<file path="src/rtl/mem_stall_controller.sv">
// MEM-stage stall sequencer for variable-latency data memory: holds the upstream
// pipeline, bubbles M/W while an access is outstanding, aborts hung accesses.
module mem_stall_controller #(
  parameter int TIMEOUT_CYCLES = 16,
  parameter int CNT_WIDTH      = 5,
  parameter int PERF_WIDTH     = 32
) (
  input  logic                  i_CLK,
  input  logic                  i_RST,
  input  logic                  i_MemReadM,
  input  logic                  i_MemWriteM,
  input  logic                  i_MemReadyM,
  input  logic                  i_ErrClr,
  output logic                  o_MemReqM,
  output logic                  o_StallM,
  output logic                  o_BubbleW,
  output logic                  o_TimeoutErr,
  output logic [CNT_WIDTH-1:0]  o_WaitCount,
  output logic [PERF_WIDTH-1:0] o_StallCycles
);

  typedef enum logic [1:0] {ST_IDLE, ST_WAIT, ST_ABORT} state_t;

  // Handshake: o_MemReqM stays high from issue until the cycle i_MemReadyM is
  // seen; the memory only completes while the request is high and must accept
  // the request being withdrawn by reset or abort.
  localparam logic [CNT_WIDTH-1:0] LAST_WAIT = CNT_WIDTH'(TIMEOUT_CYCLES - 2);

  state_t state, state_nx;
  logic   acc;

  assign acc = i_MemReadM | i_MemWriteM;

  always_ff @(posedge i_CLK or negedge i_RST) begin
    if (!i_RST) state <= ST_IDLE;
    else        state <= state_nx;
  end

  // The counter still holds the pre-increment value here, so the last wait
  // cycle is the one where it reads TIMEOUT_CYCLES-2.
  always_comb begin
    state_nx = state;
    case (state)
      ST_IDLE:  if (acc) state_nx = ST_WAIT;
      ST_WAIT: begin
        if (i_MemReadyM)                   state_nx = ST_IDLE;
        else if (o_WaitCount == LAST_WAIT) state_nx = ST_ABORT;
      end
      ST_ABORT: state_nx = ST_IDLE;
      default:  state_nx = ST_IDLE;
    endcase
  end

  // Gated by reset so the controls read low while reset is held, even with
  // an access still presented in M.
  always_comb begin
    o_MemReqM = 1'b0;
    o_StallM  = 1'b0;
    o_BubbleW = 1'b0;
    case (state)
      ST_IDLE: begin
        o_MemReqM = acc;
        o_StallM  = acc;
        o_BubbleW = acc;
      end
      ST_WAIT: begin
        o_MemReqM = 1'b1;
        o_StallM  = ~i_MemReadyM;
        o_BubbleW = ~i_MemReadyM;
      end
      ST_ABORT: o_BubbleW = 1'b1;
      default: ;
    endcase
    o_MemReqM = o_MemReqM & i_RST;
    o_StallM  = o_StallM  & i_RST;
    o_BubbleW = o_BubbleW & i_RST;
  end

  always_ff @(posedge i_CLK or negedge i_RST) begin
    if (!i_RST) begin
      o_WaitCount <= '0;
    end else if (state == ST_WAIT && !i_MemReadyM) begin
      o_WaitCount <= o_WaitCount + CNT_WIDTH'(1);
    end else begin
      o_WaitCount <= '0;
    end
  end

  always_ff @(posedge i_CLK or negedge i_RST) begin
    if (!i_RST)                 o_TimeoutErr <= 1'b0;
    else if (state == ST_ABORT) o_TimeoutErr <= 1'b1;
    else if (i_ErrClr)          o_TimeoutErr <= 1'b0;
  end

  always_ff @(posedge i_CLK or negedge i_RST) begin
    if (!i_RST)                          o_StallCycles <= '0;
    else if (o_StallM && !(&o_StallCycles)) o_StallCycles <= o_StallCycles + PERF_WIDTH'(1);
  end

endmodule
</file>
<file path="config.mk">
export PLATFORM = sky130hd
export DESIGN_NAME = mem_stall_controller
export DESIGN_NICKNAME = d
export VERILOG_FILES = /design/src/rtl/mem_stall_controller.sv
export SDC_FILE = /design/constraint.sdc
export NUM_CORES = 1
export LEC_CHECK = 0
export ABC_AREA = 1
export BUFFER_PORTS_ARGS = -buffer_cell sky130_fd_sc_hd__clkbuf_2
export CORE_ASPECT_RATIO = 2
export CORE_MARGIN = 2
export CORE_UTILIZATION = 56
export CTS_CLUSTER_SIZE = 16
export DETAILED_ROUTE_END_ITERATION = 10
export GPL_ROUTABILITY_DRIVEN = 0
export PLACE_DENSITY = 0.92
export SYNTH_ARGS = -nofsm -noshare
export SYNTH_HDL_FRONTEND = slang
export SYNTH_SLANG_ARGS = --single-unit
</file>
<file path="constraint.sdc">
create_clock -name i_CLK -period 2.2 [get_ports i_CLK]
set_input_delay 0.44 -clock i_CLK [delete_from_list [all_inputs] [get_ports i_CLK]]
set_output_delay 0.44 -clock i_CLK [all_outputs]
set_load 0.005 [all_outputs]
</file>
==> flow_metrics.py <==
metrics = {
    "sta": {
        "clock_skew_ns": 0.00713,
        "hold_viol": 0,
        "tns_ns": 0,
        "relSlewSlack_pct": 66.8,
        "timing.final.crit_period_ns": 2.09,
        "tightest_slew_ns": 0.498,
        "period_share_pct": 94.9,
        "rsz0062_at_grt": "no",
        "setup_viol": 0,
        "finalMaxSlewViolations": 0,
        "fin_ws_ns": 0.112,
        "fmax_mhz": 479,
    },
    "clocking": {
        "post_cts_resized": 0,
        "cts_num_sinks": 40,
        "post_cts_buffers": 0,
        "cts_buffers": 5,
        "clockBufferDepth": 2,
        "hold_buffers": 1,
        "clkTransAtPathRegs_ns": 0.07,
        "root_buffer": "clkbuf_8",
        "htreeDepth": 2,
        "clk_latency_ns": 0.30,
        "cts_tree": "built",
    },
    "synth": {
        "syn-num-nets": 409,
        "ys_ff_latch": 40,
        "ys_seq_area_share_pct": 38.4,
        "yosysMostFrequentCell": "nand2_1",
        "synthTopCellsByCount": "nand2_1 (203), nor2_1 (52), dfrtp_1 (40), inv_1 (34), nand3_1 (21)",
        "yosys.area.top_type": "dfrtp_1",
        "synthArstFlopShare_pct": 100,
        "synth_edf_count": 0,
        "ys_types": 20,
        "synth.top_cell.area_share_pct": 38.4,
        "syn_area_per_cell_sq_um": 6.52,
        "ys_warn_count": 0,
        "syn_area_sq_mm": 0.00261,
        "ys.flop_type": "dfrtp_1",
        "syn_inst": 400,
        "synth_area_leaders": "dfrtp_1 (38%), nand2_1 (29%), nor2_1 (7.5%)",
    },
    "final_layout": {
        "fillers": 424,
        "final_layout_size_suffix_gt1_share_pct": 16.0,
        "final-instance-count-excl-fill": 506,
        "nNetsFinal": 459,
        "areaGrowthSynthToFinish_pct": 14.1,
        "diodes": 0,
        "fin_util_pct": 65.4,
    },
    "setup_path": {
        "crit_cells": 5,
        "cp_slowest_cell": "dlygate4sd3_1",
        "crit_top_cell": "clkbuf_2",
        "worstReg2RegStart": "o_StallCycles[1]",
        "cp_cell_sequence": "dlygate4sd3_1 > clkbuf_2 > nand2_1 > inv_1 > clkbuf_2",
        "critPathRequiredTime_ns": 1.76,
        "rrSetupSlack_ns": 0.34,
        "cp_num_buf_inv": 4,
        "timing.rr.end": "o_StallCycles[14]",
        "critPathKind": "in2out",
        "slowest_delay_ns": 0.57,
        "crit_arrival_ns": 1.65,
        "crit_path_start_kind": "primary input",
        "cp_top_family": "buffers and inverters",
        "endpoint_kind": "primary output",
        "r2r_cells": 9,
        "cp_max_fo": 4,
    },
    "power_and_ir_drop": {
        "pwr-share-comb_pct": 18.2,
        "switchingPower_uw": 561,
        "p_per_area_mw_per_mm2": 607,
        "pwr-share-seq_pct": 48.4,
        "p_leak_uw": 0.00152,
        "power_switching_share_pct": 31.0,
        "clkPwrFrac_pct": 33.4,
        "p_int_uw": 1250,
        "ir_drop_mv": 0.568,
    },
    "floorplanning": {
        "die_x_um": 52.3,
        "io_pins": 47,
        "rows": 35,
        "core_sq_mm": 0.00455,
        "dieArea_sq_mm": 0.00525,
        "initial_core_util_pct": 57.3,
        "dieHeight_um": 101,
    },
    "routing": {
        "wire_per_inst_um": 13.5,
        "firstDrtPassIters": 6,
        "viasPerCell": 5.35,
        "detail-route-antenna-nets": 0,
        "drt_iter0_drc": 90,
        "drc": 0,
        "wl_um": 6840,
        "vias": 2706,
    },
    "worst_hold_path": {
        "hold_class": "in2reg",
        "min_from": "i_ErrClr",
        "min_to": "o_TimeoutErr",
        "worstHoldPathCells": 2,
    },
    "global_routing": {
        "grt_pass1_vias": 2684,
        "grt_pass1_wl_um": 11900,
        "grtUsageTotal_pct": 30.2,
        "overflow": 0,
        "grt_max_degree": 40,
        "antenna_found_initial": 0,
    },
    "placed_design": {
        "pre_cts_ws_ns": 0.370,
        "port_buffers": 46,
        "hpwl_um": 5110,
        "place_inst": 497,
    },
    "job": {
        "drv_cap": 0,
    },
    "outcome": {
        "status": "finished clean",
    },
}
==> power by group through the flow <==
| stage | logic (uW) | clock network [uW] | registers, uW |
|---|---|---|---|
| final | 329 | 603 | 874 |
| after global routing | 379 | 634 | 884 |
| after CTS | 334 | 617 | 871 |
| after detailed placement | 330 | 0 | 885 |
| after global placement | 321 | 0 | 881 |
| after floorplan | 230 | 0 | 878 |
==> per-layer routing <==
metal | track usage [%] | up-vias | routed length (um)
li1 | - | 1307 | -
met1 | 31.8 | 1254 | 2370
met2 | 51.2 | 111 | 3710
met3 | 4.90 | 34 | 295
met4 | 23.1 | 0 | 468
met5 | 0 | - | 0
==> worst max-delay path by stage <==
stage,end,slack (ns),startpoint
detailed placement,o_StallCycles[20],0.37,o_StallCycles[1]
global route,o_StallM,0.06,state[1]
global placement,o_StallM,0.39,i_MemReadyM
CTS,o_StallM,0.12,i_RST
finish,o_StallM,0.11,i_RST
floorplan,o_StallCycles[10],0.61,o_StallCycles[0]
==> through the flow <==
step	hold slack, ns	total power, uW	cell area (sq um)
finish	0.332	1810	2980
global route	0.339	1900	2980
CTS	0.335	1820	2980
detailed placement	0.265	1220	2860
global placement	0.267	1200	2860
floorplan	0.144	1110	2610
==> flip-flops by register name, summed over array words and instances, names as in the netlist <==
name and flops:
state 2, o_StallCycles 32, o_TimeoutErr 1, o_WaitCount 5
==> cells by family after synthesis <==
group	share of synthesized area (%)
compound gates	1.87
xor+xnor	5.04
fa+ha+maj	1.44
buf+inv	7.48
flops	38.4
simple gates	45.8
==> placed cells by master (no fill, tap or decap) <==
| cell | netlist | layout |
|---|---|---|
| a21oi_1 | 2 | 2 |
| a21oi_2 | 1 | 1 |
| buf_4 | 0 | 2 |
| bufinv_16 | 0 | 1 |
| clkbuf_2 | 0 | 46 |
| clkbuf_8 | 0 | 5 |
| clkinv_2 | 0 | 1 |
| clkinvlp_4 | 0 | 1 |
| dfrtp_1 | 40 | 40 |
| dlygate4sd3_1 | 0 | 1 |
| ha_1 | 3 | 3 |
| inv_1 | 34 | 34 |
| nand2_1 | 203 | 203 |
| nand2_2 | 4 | 4 |
| nand2_4 | 1 | 1 |
| nand3_1 | 21 | 21 |
| nand3b_1 | 1 | 1 |
| nand3b_2 | 1 | 1 |
| nand4_1 | 1 | 1 |
| nor2_1 | 52 | 52 |
| nor2_2 | 5 | 5 |
| nor2_4 | 3 | 3 |
| o21ai_0 | 6 | 6 |
| or2_2 | 1 | 1 |
| xnor2_1 | 9 | 9 |
| xor2_1 | 6 | 6 |
==> area by class of cell <==
type / count / area, sq um / share of cell area [%]
Tap cell: 55 / 68.8 / 2.31
Inverter: 34 / 128 / 4.29
Clock inverter: 3 / 42.5 / 1.43
Timing Repair Buffer: 49 / 255 / 8.58
Sequential cell: 40 / 1000 / 33.6
Clock buffer: 5 / 68.8 / 2.31
Multi-Input combinational cell: 320 / 1410 / 47.5
(Power assumes the default switching activity.)
